**config.mk**
```make
export PLATFORM = sky130hd
export DESIGN_NAME = gate_identifier
export DESIGN_NICKNAME = d
export VERILOG_FILES = /design/src/rtl/gate_identifier.sv
export SDC_FILE = /design/constraint.sdc
export NUM_CORES = 1
export LEC_CHECK = 0
export ABC_AREA = 0
export CORE_ASPECT_RATIO = 0.75
export CORE_MARGIN = 1.5
export CORE_UTILIZATION = 55
export CTS_BUF_LIST = sky130_fd_sc_hd__clkbuf_4
export DETAILED_ROUTE_END_ITERATION = 10
export GPL_TIMING_DRIVEN = 0
export PLACE_DENSITY = 0.79
export SYNTH_ARGS = -nofsm -noshare
export SYNTH_HDL_FRONTEND = slang
export SYNTH_SLANG_ARGS = --single-unit
```
**constraint.sdc**
```tcl
create_clock -name clk -period 1.94 [get_ports clk]
set_clock_uncertainty 0.2 [all_clocks]
set_input_delay 0.388 -clock clk [delete_from_list [all_inputs] [get_ports clk]]
set_output_delay 0.388 -clock clk [all_outputs]
set_load 0.02 [all_outputs]
```
**src/rtl/gate_identifier.sv**
```systemverilog
// Two-input gate tester: sweeps {a,b} = 00..11 and samples the gate output to build a truth table.
// Then classifies the table into a gate code. Optional macro INPUT_SYNC_EN adds a two-flop synchronizer on dut_y.
module gate_identifier #(
    parameter int SETTLE_CYCLES = 2
) (
    input  logic       clk,
    input  logic       rst,
    input  logic       start,
    output logic       dut_a,
    output logic       dut_b,
    input  logic       dut_y,
    output logic       busy,
    output logic       done,
    output logic [3:0] truth,
    output logic [2:0] gate_code,
    output logic       valid
);

    typedef enum logic [1:0] {IDLE, SETTLE, SAMPLE, REPORT} state_t;

`ifdef INPUT_SYNC_EN
    // Two extra settle cycles cover the synchronizer delay; widen so 255+2 still fits.
    localparam int CNT_W = 9;
    localparam int LOAD  = SETTLE_CYCLES + 2;
`else
    localparam int CNT_W = 8;
    localparam int LOAD  = SETTLE_CYCLES;
`endif
    localparam logic [CNT_W-1:0] CNT_LOAD = CNT_W'(LOAD);

    state_t           state;
    logic [1:0]       idx;
    logic [CNT_W-1:0] cnt;
    logic [2:0]       truth_work;
    logic             y_smp;
    logic [3:0]       sample_vec;
    logic [2:0]       sample_code;

`ifdef INPUT_SYNC_EN
    logic y_meta, y_sync;

    always_ff @(posedge clk or posedge rst) begin
        if (rst) begin
            y_meta <= 1'b0;
            y_sync <= 1'b0;
        end else begin
            y_meta <= dut_y;
            y_sync <= y_meta;
        end
    end

    assign y_smp = y_sync;
`else
    assign y_smp = dut_y;
`endif

    function automatic logic [2:0] classify(input logic [3:0] t);
        logic [2:0] code;
        code = 3'd0;
        case (t)
            4'b1000: code = 3'd1;
            4'b1110: code = 3'd2;
            4'b0011: code = 3'd3;
            4'b0111: code = 3'd4;
            4'b0001: code = 3'd5;
            4'b0110: code = 3'd6;
            4'b1001: code = 3'd7;
            default: code = 3'd0;
        endcase
        return code;
    endfunction

    // Final vector is not stored; it is merged directly into the result.
    assign sample_vec  = {y_smp, truth_work};
    assign sample_code = classify(sample_vec);

    generate
        for (genvar gi = 0; gi < 3; gi++) begin : g_work
            always_ff @(posedge clk or posedge rst) begin
                if (rst) begin
                    truth_work[gi] <= 1'b0;
                end else if (state == SAMPLE && idx == 2'(gi)) begin
                    truth_work[gi] <= y_smp;
                end
            end
        end
    endgenerate

    always_ff @(posedge clk or posedge rst) begin
        if (rst) begin
            state     <= IDLE;
            idx       <= 2'd0;
            cnt       <= '0;
            dut_a     <= 1'b0;
            dut_b     <= 1'b0;
            busy      <= 1'b0;
            done      <= 1'b0;
            truth     <= 4'd0;
            gate_code <= 3'd0;
            valid     <= 1'b0;
        end else begin
            done <= 1'b0;
            case (state)
                IDLE: begin
                    if (start) begin
                        idx   <= 2'd0;
                        dut_a <= 1'b0;
                        dut_b <= 1'b0;
                        cnt   <= CNT_LOAD;
                        busy  <= 1'b1;
                        state <= SETTLE;
                    end
                end
                SETTLE: begin
                    if (cnt == '0) begin
                        state <= SAMPLE;
                    end else begin
                        cnt <= cnt - 1'b1;
                    end
                end
                SAMPLE: begin
                    if (idx != 2'd3) begin
                        idx            <= idx + 2'd1;
                        {dut_a, dut_b} <= idx + 2'd1;
                        cnt            <= CNT_LOAD;
                        state          <= SETTLE;
                    end else begin
                        truth          <= sample_vec;
                        gate_code      <= sample_code;
                        valid          <= (sample_code != 3'd0);
                        {dut_a, dut_b} <= 2'b00;
                        busy           <= 1'b0;
                        done           <= 1'b1;
                        state          <= REPORT;
                    end
                end
                REPORT: begin
                    state <= IDLE;
                end
                default: begin
                    state <= IDLE;
                end
            endcase
        end
    end

endmodule

```
* Word-level counts from Yosys, hierarchy flattened
Index checks and enable logic that the tools add are counted.
** Cells by class
- Add/subtract/negate cells :: 2
- Equal/unequal tests :: 18
- Multiplexer cells :: 22
- Bitwise operators :: 1
- Reductions and logical operators :: 15
** Operators with widths (number)
- $mux W8 :: 3
- $pmux W8 S3 :: 1
- $pmux W3 S7 :: 1
- $eq A4 B4 Y1 const B :: 3
- $mux W2 :: 5
- $ne A2 B2 Y1 const B :: 5
- $eq A4 B3 Y1 const B :: 2
- $logic_not A8 Y1 :: 1
- $pmux W2 S4 :: 1
- $sub A8 B1 Y8 const B :: 1
- $mux W1 :: 7
- $eq A2 B2 Y1 const B :: 3
- $pmux W1 S2 :: 3
- $reduce_and A2 Y1 :: 3
- $reduce_and A3 Y1 :: 2
- $reduce_bool A3 Y1 :: 2
- $eq A2 B1 Y1 const B :: 2
- $eq A4 B1 Y1 const B :: 1
- $eq A4 B2 Y1 const B :: 1
- $logic_not A2 Y1 :: 2
- $pmux W2 S2 :: 1
- $reduce_and A4 Y1 :: 1
- $logic_and A1 B1 Y1 :: 3
- $add A2 B1 Y2 const B :: 1
- other kinds (3) :: 3
** Storage, ports and cells
- Flip-flop bits (word level) :: 27
- Input bits :: 4
- Output and inout port bits :: 12
- Logic and storage cells :: 71

* Longest topological paths before layout
Gate-level depths: netlist (run 1).
- Depth in word-level cells :: 3
- Gate-level depth with buffers :: 7
- Depth with buffers taken out :: 6

* Worst setup path after synthesis (run 1)
Ideal clock, no wire load.
- Path kind :: flip-flop to flip-flop
- Start point :: register cnt[0]
- End point :: register cnt[4]
- Setup time :: 0.126 ns
- Arrival time :: 1.398 ns
- Required time :: 1.614 ns
- Setup slack :: 0.216 ns
- Cell stages (with the launch flop) :: 7
- Buffers on the path :: 0
- Period minus slack after synthesis :: 1.724 ns
- Path through :: dfrtp_1 inv_1 ha_1 nor3b_1 a21oi_1 nor2_2 a221o_1
** On the way
- Cells in the longest elaborated chain, start to end :: 3
- Elaborated cells on any way between the ends :: 6
- Those cells by class :: add/sub: 1; eq/ne: 1; mux: 2; reduce/logical: 2
** Ends and longest elaborated chain
- start, declared :: line 33 : logic [CNT_W-1:0] cnt;
- start signal, assigned :: line 118 : cnt <= cnt - 1'b1;
- $sub A8 B1 Y8 / $logic_not A8 Y1 (equally long branches) :: line 118, 115
- $mux W8 / $ne A2 B2 Y1 (equally long branches)
- $pmux W8 S3 / $reduce_and A4 Y1 (equally long branches)
Parallel ways exist; a longest one is shown, timed or not. The select of a mux whose other input is x is not followed.
A chain may end at the register's enable or synchronous reset.

* Worst setup path after layout (run 1)
Same ends and word-level chain as after synthesis.

==> results of run 1 <==
==> critical path: cells and delay by family, from the launching register on <==
kind | cells | cell delay, ns
simple gates | 2 | 0.27
compound gates | 2 | 0.61
buf+inv | 1 | 0.08
flops | 1 | 0.43
fa+ha+maj | 1 | 0.20
==> synth_stat cells, drive strengths merged <==
cell | number | area share, %
nand3 | 7 | 2.5
ha | 6 | 5.4
o31ai | 3 | 1.6
inv | 9 | 2.4
buf | 3 | 1.5
mux2i | 1 | 0.72
a21oi | 8 | 2.9
nor4 | 1 | 0.45
a32oi | 1 | 0.63
a221o | 1 | 0.72
or4 | 1 | 0.82
a31o | 1 | 0.63
nand2 | 12 | 3.3
nand2b | 2 | 1.6
nor3 | 3 | 1.1
and3 | 1 | 0.45
dfrtp | 27 | 49
a31oi | 1 | 0.45
a22o | 3 | 1.9
xor2 | 1 | 0.63
o21ai | 12 | 5.2
mux2 | 6 | 4.9
and2b | 1 | 0.54
nor2b | 2 | 0.91
nor2 | 7 | 2.1
nor3b | 2 | 1.1
o21bai | 2 | 1.9
or3b | 1 | 0.63
a211oi | 1 | 0.54
a21o | 2 | 1.2
a32o | 2 | 1.4
clkbuf | 3 | 0.82
==> routing by layer <==
metal,vias up,global-route usage [%],part of all wire (%),routed length [um]
met4,0,4.348,1.4,37
li1,512,-,-,-
met5,-,0,0,0
met1,493,30.20,48,1285
met2,35,36.99,46,1256
met3,6,5.337,4.5,122
==> what timing repair did <==
action	in CTS	in global routing
setup endpoints to repair	5	14
resized for setup	2	9
buffers inserted	0	0
==> how the worst max path moves through the flow <==
stage               startpoint  endpoint  cells after the start
detailed placement       start    cnt[4]                      5
global placement         start    cnt[4]                      5
CTS                   truth[2]  truth[2]                      1
finish                  cnt[0]    cnt[4]                      6
global route            cnt[1]    cnt[3]                      6
floorplan               cnt[0]    cnt[4]                      6
==> logic make-up after synthesis <==
kind of cell	count (synthesis)
buffers and inverters	15
AO/OA/AOI/OAI	37
multiplexers	7
AND/OR/NAND/NOR	40
XOR/XNOR	1
flip-flops	27
adder cells (fa/ha/maj)	6
==> final cells by class <==
cell class              instances  area (um2)  area share, %
flip-flops and latches         27       675.6          41.54
well taps                      34       42.54          2.615
multi-input cells              91       654.4          40.23
clock inverters                 1       5.005         0.3077
inverters                       9       33.78          2.077
repair buffers                 14       160.2          9.846
clock buffers                   3       22.52          1.385
plain buffers                   6       32.53          2.000
==> registers in the layout (all words and copies together) (netlist names) <==
| register | flops |
|---|---|
| dut_b | 1 |
| cnt | 8 |
| done | 1 |
| valid | 1 |
| idx | 2 |
| busy | 1 |
| truth | 4 |
| sample_vec | 3 |
| dut_a | 1 |
| gate_code | 3 |
| state | 2 |
==> per-stage QoR <==
step           instance area [um2]  worst slack, ns
2_1_floorplan                 1381           0.2163
3_3_place_gp                  1564         -0.04673
3_5_place_dp                  1564         -0.06911
4_1_cts                       1600          0.02618
5_1_grt                       1627         0.002711
6_report                      1627          0.06311
==> power by group <==
group	total [mW]	leakage, nW	switching [mW]	internal, mW
Clock	0.241	0.0177	0.164	0.0773
Sequential	0.569	0.322	0.00160	0.567
Combinational	0.0425	0.410	0.0272	0.0153
==> results.yml, run 1 <==
logic_synthesis:
  syn_avg_cell_area_um2: 10.39
  ys_types: 39
  synth_xor_xnor_area_share_pct: 0.6341
  synth_cells: 133
  synth-compound-area-share_pct: 19.11
  synthMuxAreaShare_pct: 5.616
  synth_top_family_by_area: "compound AO/OA/AOI/OAI gates"
  synth_warnings: 0
  syn_area_mm2: 0.001381
  synthAdderAreaFrac_pct: 5.435
  ys_seq_area_share_pct: 48.91
  synthesis.nets: 143
  ys_seq_elements: 27
  yosys.area_share.simple_pct: 15.49
worst_setup_path:
  crit_required_ns: 1.97
  crit_type: "register to register"
  rrSetupSlack_ns: 0.06
  cp.arrival_ns: 1.91
  r2r-end: "cnt[4]"
  startpoint_type: "register"
  crit-reg2reg-launch: "cnt[0]"
  rr_worst_depth: 6
  cp_max_fo: 4
  critPathMaxStageDelay_ns: 0.43
  critPathCaptureType: "register"
  critPathSlowestCell: "dfrtp_1"
  path_cells: "inv_1 > ha_1 > nor3b_2 > a21oi_2 > nor2_2 > a221o_1"
sta:
  layout_min_cycle_time_ns: 1.877
  setup_violations: 0
  tightest_slew_ns: 1.003
  max-slew-margin-rel_pct: 33.08
  hold_viol_final: 0
  period_share_pct: 96.75
  max_clock_freq_ghz: 0.5328
  tns_ns: 0
  holdWs_ns: 0.2933
  grt_setup_unrepaired: "no"
  maxSlewViolCount: 0
clock_tree:
  numCtsBuffers: 3
  cts_tree: "built"
  clk_path_buf_depth: 2
  h-tree-depth: 1
  cts_root_buffer: "clkbuf_4"
  clkTransAtPathRegs_ns: 0.15
  insertion_delay_ns: 0.33
  ctsHoldBuffers: 0
  cts.sinks: 27
global_route:
  grt_pass1_vias: 1017
  grt_use_total_pct: 22.31
  antenna_found_initial: 0
  grt_pass1_wl_um: 4533
  grt_start_max_net_pins: 28
  grt_overflow: 0
floorplanning:
  core.rowCount: 15
  ioPinCount: 16
  initial_utilization_pct: 58.88
  fp.dieH_um: 46.40
  coreArea_mm2: 0.002346
  die_area_mm2: 0.002824
  dieWidth_um: 60.87
final_layout:
  fin_util_pct: 69.33
  drive_gt1_share_pct: 16.56
  antennaDiodeCount: 0
  layout_commonest_cell: "dfrtp_1"
  final_cell_mix: "dfrtp_1 (27), nand2_1 (12), inv_1 (9)"
  syn2layout_area_growth_pct: 17.75
  fillerInstances: 187
  final_cells: 185
  nNetsFinal: 162
detailed_routing:
  wl_per_cell_um: 14.61
  drt_iter0_drc: 25
  via_per_inst: 5.654
  routed_wirelength_um: 2702
  drtPass1Iterations: 4
  ant_nets: 0
  drc: 0
  vias: 1046
run_status:
  status: "completed"
hold_path:
  min_to: "gate_code[1]"
  whs_path_depth: 2
  min_from: "gate_code[1]"
  hold_path_class: "register to register"
placement:
  dp.cells: 181
  gp_congestion: 0.8543
  post-dp-hpwl_um: 1982
  numPortBuffers: 14
power:
  powerDensity_mw_per_mm2: 523.8
  totalPowerFinal_mw: 0.8520
  power.leakage_nw: 0.7498
  peakVddDrop_v: 0.0003381
run:
  cap_violations: 0
No activity file was read; power rests on OpenSTA's default activity.
==> inputs of run 2 (changes only) <==
- CORE_UTILIZATION: 55 -> 38
- PLACE_DENSITY: 0.79 -> default
==> run 2 against run 1 <==
Net effect:
- design area rose by 1.0%
- utilization fell by 21 points
- register-to-register slack improved by 0.04 ns
- count of clock-buffer cells in the layout rose by 1
- sequential power barely moved
- via count fell by 2.3%
==> results.yml, run 2 (same netlist as run 1, synthesis figures left out) <==
power:
  powerDensity_mw_per_mm2: 529.4
  totalPowerFinal_mw: 0.8697
  power.leakage_nw: 0.7730
  peakVddDrop_v: 0.0003170
global_route:
  antenna_found_initial: 0
  grt_pass1_wl_um: 4574
  grt_overflow: 0
  grt_start_max_net_pins: 28
  grt_pass1_vias: 974
  grt_use_total_pct: 14.42
worst_setup_path:
  cp.arrival_ns: 1.30
  critPathSlowestCell: "clkdlybuf4s50_1"
  path_cells: "clkdlybuf4s50_1"
  startpoint_type: "register"
  crit_required_ns: 1.35
  path_delay_family: "buffers and inverters"
  cp_max_fo: 2
  rrSetupSlack_ns: 0.10
  crit-reg2reg-launch: "cnt[0]"
  path_buf_inv: 1
  crit_type: "register to primary output"
  critPathCaptureType: "primary output"
  critPathMaxStageDelay_ns: 0.60
  r2r-end: "cnt[0]"
  rr_worst_depth: 6
floorplanning:
  fp.dieH_um: 55.22
  die_area_mm2: 0.004010
  core.rowCount: 18
  ioPinCount: 16
  coreArea_mm2: 0.003378
  initial_utilization_pct: 40.89
  dieWidth_um: 72.62
sta:
  hold_viol_final: 0
  holdWs_ns: 0.2956
  max_clock_freq_ghz: 0.5304
  worst_slack_ns: 0.05477
  setup_violations: 0
  maxSlewViolCount: 0
  layout_min_cycle_time_ns: 1.885
  period_share_pct: 97.18
  tightest_slew_ns: 1.008
  grt_setup_unrepaired: "no"
  max-slew-margin-rel_pct: 32.73
  tns_ns: 0
placement:
  gp_congestion: 0.7622
  post-dp-hpwl_um: 1839
  numPortBuffers: 14
  dp_slack_ns: -0.08083
run_status:
  status: "completed"
final_layout:
  syn2layout_area_growth_pct: 18.93
  final_cell_mix: "dfrtp_1 (27), nand2_1 (12), inv_1 (9)"
  multi_input_area_um2: 654.4
  regMostFlops: "cnt"
  fin_util_pct: 48.63
  largest_reg_flops: 8
  drive_gt1_share_pct: 17.11
  antennaDiodeCount: 0
  nNetsFinal: 163
  layout.area.seq_um2: 675.6
  top_regs: "cnt: 8 flops, truth: 4 flops"
  fillerInstances: 319
  layout_commonest_cell: "dfrtp_1"
detailed_routing:
  drt_iter0_drc: 52
  ant_nets: 0
  vias: 1022
  drc: 0
  wl_per_cell_um: 13.79
  via_per_inst: 5.323
  drtPass1Iterations: 4
  routed_wirelength_um: 2648
hold_path:
  hold_path_class: "register to register"
  min_from: "truth[2]"
  min_to: "truth[2]"
  whs_path_depth: 2
clock_tree:
  numCtsBuffers: 3
  cts_tree: "built"
  insertion_delay_ns: 0.32
  ctsHoldBuffers: 0
  clk_path_buf_depth: 2
  clkTransAtPathRegs_ns: 0.14
  cts.sinks: 27
  cts_root_buffer: "clkbuf_4"
  h-tree-depth: 1
run:
  cap_violations: 0
run 2: final cells by class:
cell class / count / area share (%)
Sequential cell: 27 / 41.13
Multi-Input combinational cell: 91 / 39.83
Timing Repair Buffer: 15 / 10.13
Tap cell: 40 / 3.046
Inverter: 9 / 2.056
Buffer: 6 / 1.980
Clock buffer: 4 / 1.828
run 2: worst max-delay path by stage:
stage	startpoint	endpoint	slack, ns	depth (start not counted)
2_1_floorplan	cnt[0]	cnt[4]	0.22	6
3_3_place_gp	start	cnt[4]	-0.07	5
3_5_place_dp	start	cnt[4]	-0.08	5
4_1_cts	cnt[0]	cnt[2]	0.03	5
5_1_grt	gate_code[0]	gate_code[0]	0.006	1
6_report	gate_code[0]	gate_code[0]	0.05	1
run 2: report_power, final:
group	internal (mW)	total, mW	switching (mW)
sequential	0.567	0.568	0.00143
combinational	0.0153	0.0419	0.0266
clock	0.0945	0.259	0.165
total	0.677	0.870	0.193
run 2: repair_timing:
item	4_1_cts	5_1_grt
setup endpoints to repair	1	14
pin swaps	0	1
setup buffers	0	1
resized for setup	1	11
run 2: stage by stage:
step / cell area (um2) / instances
finish: 1643 / 192
global route: 1643 / 192
CTS: 1600 / 191
detailed placement: 1572 / 187
global placement: 1572 / 187
floorplan: 1381 / 133
run 2: worst register-to-register path, cell delays in order (launching register included):
cell	delay, ns
dfrtp_1	0.42
inv_1	0.09
ha_1	0.18
or3b_2	0.50
o21ai_4	0.20
nand3_1	0.09
o21ai_0	0.08
run 2: metal layers:
metal | wire [um] | up-vias | track usage (%)
li1 | - | 513 | -
met1 | 1363 | 492 | 21.31
met2 | 1185 | 15 | 20.45
met3 | 83 | 2 | 4.745
met4 | 15 | 0 | 3.235
met5 | 0 | - | 0
==> variant 1, RTL diff (settings of run 1) <==
Register the input `start` before use, with the module's reset. The logic sees it one clock later. The other inputs are not delayed to match.
--- a/src/rtl/gate_identifier.sv
+++ b/src/rtl/gate_identifier.sv
@@ -28,4 +28,14 @@
 `endif
     localparam logic [CNT_W-1:0] CNT_LOAD = CNT_W'(LOAD);
+
+    logic start_q;
+
+    always_ff @(posedge clk or posedge rst) begin
+        if (rst) begin
+            start_q <= '0;
+        end else begin
+            start_q <= start;
+        end
+    end
 
     state_t           state;
@@ -103,5 +113,5 @@
             case (state)
                 IDLE: begin
-                    if (start) begin
+                    if (start_q) begin
                         idx   <= 2'd0;
                         dut_a <= 1'b0;
Behaviour: not the same (a bounded check fails within 4 cycles, from zero or initial values and one cycle with rst high).
==> variant 1 against run 1 <==
Non-clock buffer count shrank 2; cell count shrank 1.6%; sequential cell count grew 1; register-to-register slack gained 0.04 ns; worst setup slack gained 0.012 ns; area after synthesis is the same; design area grew 0.69%; routed wire length shrank 3.9%; fmax grew 0.65%; critical path type is now reg2out; highest routed layer unchanged.
Power is not compared: it rests on default switching activity, and its combinational part moved more than twofold at a synthesized area within 25%.
==> variant 1: results (changes against run 1) <==
| Metric | Value |
|---|---|
| Setup Buffers After CTS | `0 (unchanged)` |
| CP max stage delay | `0.59 ns (+0.16 ns)` |
| Sequential power | `0.866 mW` |
| RR Endpoint | `cnt[5]$_DFFE_PP0P_` |
| Worst Path Arrival | `1.28 ns (-0.63 ns)` |
| Relative slew slack | `31.7% (-1.3 points)` |
| Synth top area cells | `dfrtp_1 51%, mux2_2 6.5%, ha_1 5.4%` |
| TritonCTS buffer count | `3 (unchanged)` |
| Yosys warning count | `0 (unchanged)` |
| Worst Hold Launch | `dut_y` |
| Hold Crit Class | `in2reg` |
| Fin nets | `159 (-1.9%)` |
| Switching power total | `0.728 mW` |
| Iteration-0 DRC Markers | `51 (+100%)` |
| Vias/cell | `5.54 (-1.9%)` |
| Largest net degree at the start of global routing | `29 (+3.6%)` |
| Combinational power | `0.750 mW` |
| CP max-delay cell | `clkdlybuf4s50_1` |
| Total global routing track utilization | `22.1% (-0.17 points)` |
| Commonest cells in the netlist | `28 x dfrtp_1, 11 x nand2_1, 9 x inv_1, 9 x o21ai_0, 8 x mux2_2` |
| First-pass GRT wire length | `4.25 mm (-6.2%)` |
| CTS H-Tree Depth | `1 (unchanged)` |
| Final hold slack | `0.212 ns (-0.0813 ns)` |
| Vias in the first global route | `885 (-13%)` |
| Status | `complete, no violations` |
| Delay-heaviest family, CP | `buffers and inverters` |
| Layout cells sized above 1 | `14.9% (-1.7 points)` |
| Reg-to-Reg Start | `idx[0]$_DFFE_PP0P_` |
| VDD IR max | `0.837 mV` |
| Register area share after synthesis | `50.7% (+1.8 points)` |
| R2R depth | `5 (-1)` |
| Hold Path End | `sample_vec[0]$_DFFE_PP0P_` |
| Yosys cell types | `35 (-10%)` |
| Final RePlAce weighted congestion | `0.833 (-2.5%)` |
| HPWL Detailed | `1.89 mm (-4.4%)` |
| Synth Instances | `130 (-2.3%)` |
| WL/cell | `14.3 um (-2.3%)` |
| Worst reg2reg setup slack | `0.10 ns (+0.04 ns)` |
| Mapped Nets | `140 (-2.1%)` |
| Placed cell count | `178 (-1.7%)` |
| Clock root buffer | `clkbuf_4` |
| Layout Cells excl Fill | `182 (-1.6%)` |
| Worst-path fanout max | `1 (-3)` |
==> variant 1: logic make-up (layout without fill, tap and decap cells) <==
group | after synthesis | count (layout) | share of synthesized area (%)
AOI/OAI and AO/OA | 34 | 34 | 16.5
xor gates and xnor gates | 1 | 1 | 0.634
adders and majority gates | 6 | 6 | 5.43
buffers and inverters | 13 | 31 | 4.35
DFF | 28 | 28 | 50.7
muxes | 9 | 9 | 7.25
and+or+nand+nor | 39 | 39 | 15.1
==> variant 1: per-stage QoR <==
step	setup WS, ns	power [mW]
6_report	0.0752	1.86
5_1_grt	0.0203	2.00
4_1_cts	0.000472	1.85
3_5_place_dp	0.0220	1.58
3_3_place_gp	0.0701	1.54
2_1_floorplan	0.230	1.40
==> variant 1: how the worst max path moves through the flow <==
stage          cells past startpoint               start                  to
2_1_floorplan                      7  cnt[0]$_DFFE_PP0P_  cnt[1]$_DFFE_PP0P_
3_3_place_gp                       2                 rst  idx[1]$_DFFE_PP0P_
3_5_place_dp                       7  cnt[0]$_DFFE_PP0P_  cnt[1]$_DFFE_PP0P_
4_1_cts                            1    busy$_DFFE_PP0P_                busy
5_1_grt                            7  cnt[0]$_DFFE_PP0P_  cnt[1]$_DFFE_PP0P_
6_report                           1      done$_DFF_PP0_                done
==> variant 1: cell type report <==
cell class,instances,area [sq um]
fill,168,708
sequential,28,701
multi-input combinational,89,644
timing repair buffer,14,164
tap,34,42.5
inverter,9,33.8
buffer,4,26.3
clock buffer,3,22.5
clock inverter,1,3.75
==> variant 1: metal layers <==
metal  vias up  wire length (um)  GRT usage, %
li1        496                 -             -
met1       488              1300          31.2
met2        17              1130          29.9
met3         8                92          7.30
met4         0                70          12.2
met5         -                 0             0
==> variant 2, RTL diff (flow settings as in run 1) <==
Made on the original files. `CNT_W`: 8 -> 10.
--- a/src/rtl/gate_identifier.sv
+++ b/src/rtl/gate_identifier.sv
@@ -24,5 +24,5 @@
     localparam int LOAD  = SETTLE_CYCLES + 2;
 `else
-    localparam int CNT_W = 8;
+    localparam int CNT_W = 10;
     localparam int LOAD  = SETTLE_CYCLES;
 `endif
Check against the original RTL: no difference found for any inputs over 10 cycles, from zero or initial values and one cycle with rst high; that may be too few to reach the edited logic, so the function may still have changed.
==> variant 2 against run 1 <==
Routed wire length up 24%; hold slack worse by 0.0054 ns; design area grew 13%; area after synthesis increased by 5.4%; count of clock-buffer cells in the layout grew 3; sequential cell count increased by 2; fmax fell by 2.5%; first-iteration DRC count grew to 2.7 times the old value; total power is 18% higher; global-route usage grew 1.1 points; via count grew 17%; worst setup slack got worse by 0.049 ns.
==> variant 2: results (changes against run 1) <==
| Metric | Value |
|---|---|
| Worst slack, placed | `-0.259 ns (-0.189 ns)` |
| Met1 GRT Util | `29.8% (-0.44 points)` |
| RR Endpoint | `cnt[7]$_DFFE_PP0P_` |
| Layout cells sized above 1 | `25.6% (+9.0 points)` |
| Relative slew slack | `27.5% (-5.6 points)` |
| Fin nets | `181 (+12%)` |
| Commonest cells in the netlist | `29 x dfrtp_1, 15 x nand2_1, 11 x o21ai_0` |
| WL final | `3.35 mm (+24%)` |
| Final hold slack | `0.288 ns (-0.00535 ns)` |
| CP max stage delay | `0.56 ns (+0.13 ns)` |
| Via count | `1224 (+17%)` |
| Vias in the first global route | `1144 (+12%)` |
| GR Layer Usage met2 | `39.4% (+2.4 points)` |
| Leakage power | `0.807 nW (+7.6%)` |
| Status | `complete, no violations` |
| Total global routing track utilization | `23.4% (+1.1 points)` |
| Hold Path End | `truth[2]$_DFFE_PP0P_` |
| Top flop regs | `cnt: 10 flops, truth: 4 flops` |
| Placed Instance Area | `1640 sq um (+4.8%)` |
| Met3 usage | `5.88% (+0.55 points)` |
| Worst-path fanout max | `10 (+6)` |
| Yosys warning count | `0 (unchanged)` |
| Iteration-0 DRC Markers | `67 (+170%)` |
| Mapped Nets | `154 (+7.7%)` |
| Largest net degree at the start of global routing | `30 (+7.1%)` |
| Worst Hold Launch | `truth[2]$_DFFE_PP0P_` |
| Placed cell count | `193 (+6.6%)` |
| Hold Crit Class | `reg2reg` |
| Reg-to-Reg Start | `state[1]$_DFFE_PP0P_` |
| Delay-heaviest family, CP | `simple AND/OR/NAND/NOR gates` |
| TritonCTS buffer count | `5 (+2)` |
| CP max-delay cell | `or4_4` |
| Yosys cell types | `36 (-7.7%)` |
| CTS H-Tree Depth | `2 (+1)` |
| Syn avg cell area | `10.0 sq um (-3.3%)` |
| Register area share after synthesis | `49.8% (+0.92 points)` |
| CTS clk-pin slew, worst paths | `0.09 ns (-0.06 ns)` |
| VDD IR max | `0.460 mV (+36%)` |
| First-pass GRT wire length | `5.15 mm (+14%)` |
| R2R depth | `5 (-1)` |
| Worst Path Arrival | `1.95 ns (+0.04 ns)` |
| WL/cell | `16.2 um (+11%)` |
| Total congestion overflow | `0 (unchanged)` |
| Top_reg_cell synth | `dfrtp_1` |
| Synth top area cells | `dfrtp_1 50%, mux2_2 4.6%, ha_1 4.3%` |
| HPWL Detailed | `2.14 mm (+8.1%)` |
| Worst reg2reg setup slack | `0.01 ns (-0.05 ns)` |
| Final RePlAce weighted congestion | `0.800 (-6.3%)` |
-- variant 2: changes by cell type in the layout (fill, tap and decap cells not counted), moves of 3 or more --
| cell | change |
|---|---|
| clkdlybuf4s50_1 | +7 |
| o2bb2ai_1 | +3 |
| o21ai_0 | +3 |
| clkbuf_4 | +5 |
| nor3_1 | -3 |
| o21ai_1 | -4 |
| dlymetal6s2s_1 | -7 |
| nor2_1 | +4 |
| buf_4 | +7 |
-- variant 2: layout make-up --
cell class	instances	area (sq um)
repair buffers	22	206
plain buffers	3	18.8
fillers	189	563
inverters	10	37.5
flip-flops and latches	29	726
clock inverters	1	3.75
clock buffers	6	45.0
well taps	34	42.5
multi-input cells	101	759
-- variant 2: how the worst max path moves through the flow --
| stage | depth (start not counted) | from | end | slack (ns) |
|---|---|---|---|---|
| 3_5_place_dp | 6 | cnt[0]$_DFFE_PP0P_ | cnt[1]$_DFFE_PP0P_ | -0.26 |
| 2_1_floorplan | 6 | cnt[0]$_DFFE_PP0P_ | cnt[6]$_DFFE_PP0P_ | 0.009 |
| 3_3_place_gp | 6 | cnt[0]$_DFFE_PP0P_ | cnt[0]$_DFFE_PP0P_ | -0.21 |
| 4_1_cts | 4 | cnt[6]$_DFFE_PP0P_ | cnt[1]$_DFFE_PP0P_ | 0.008 |
| 6_report | 5 | state[1]$_DFFE_PP0P_ | cnt[7]$_DFFE_PP0P_ | 0.01 |
| 5_1_grt | 4 | cnt[6]$_DFFE_PP0P_ | cnt[1]$_DFFE_PP0P_ | -0.04 |
-- variant 2: per-layer routing --
layer | share of wire (%) | vias up
met5 | 0 | -
met1 | 46 | 596
li1 | - | 575
met2 | 46 | 43
met3 | 5.6 | 10
met4 | 2.2 | 0
-- variant 2: where the power goes --
group,total (mW),internal (mW),switching (mW),leakage [nW]
sequential,0.618,0.609,0.00894,0.337
clock,0.347,0.145,0.202,0.0292
combinational,0.0387,0.0146,0.0241,0.441
-- variant 2: repair_timing --
item / 4_1_cts / 5_1_grt
resized for setup: 7 / 18
hold endpoints to repair: 0 / 0
hold buffers: 0 / 0
pin swaps: 0 / 2
setup buffers: 3 / 5
setup endpoints to repair: 8 / 15
-- variant 2: kinds of logic (layout without fill, tap and decap cells) --
logic type / after synthesis / in the layout / share of synthesized area (%)
compound gates: 38 / 38 / 17.1
fa+ha+maj: 5 / 5 / 4.30
buf+inv: 15 / 42 / 4.12
flops: 29 / 29 / 49.8
mux: 8 / 8 / 6.01
simple gates: 50 / 50 / 18.6
-- variant 2: tightest hold or removal path, delay by kind of cell, from the launching register on --
kind | cells | cell delay (ns)
compound gates | 1 | 0.06
flops | 1 | 0.35
simple gates | 1 | 0.05
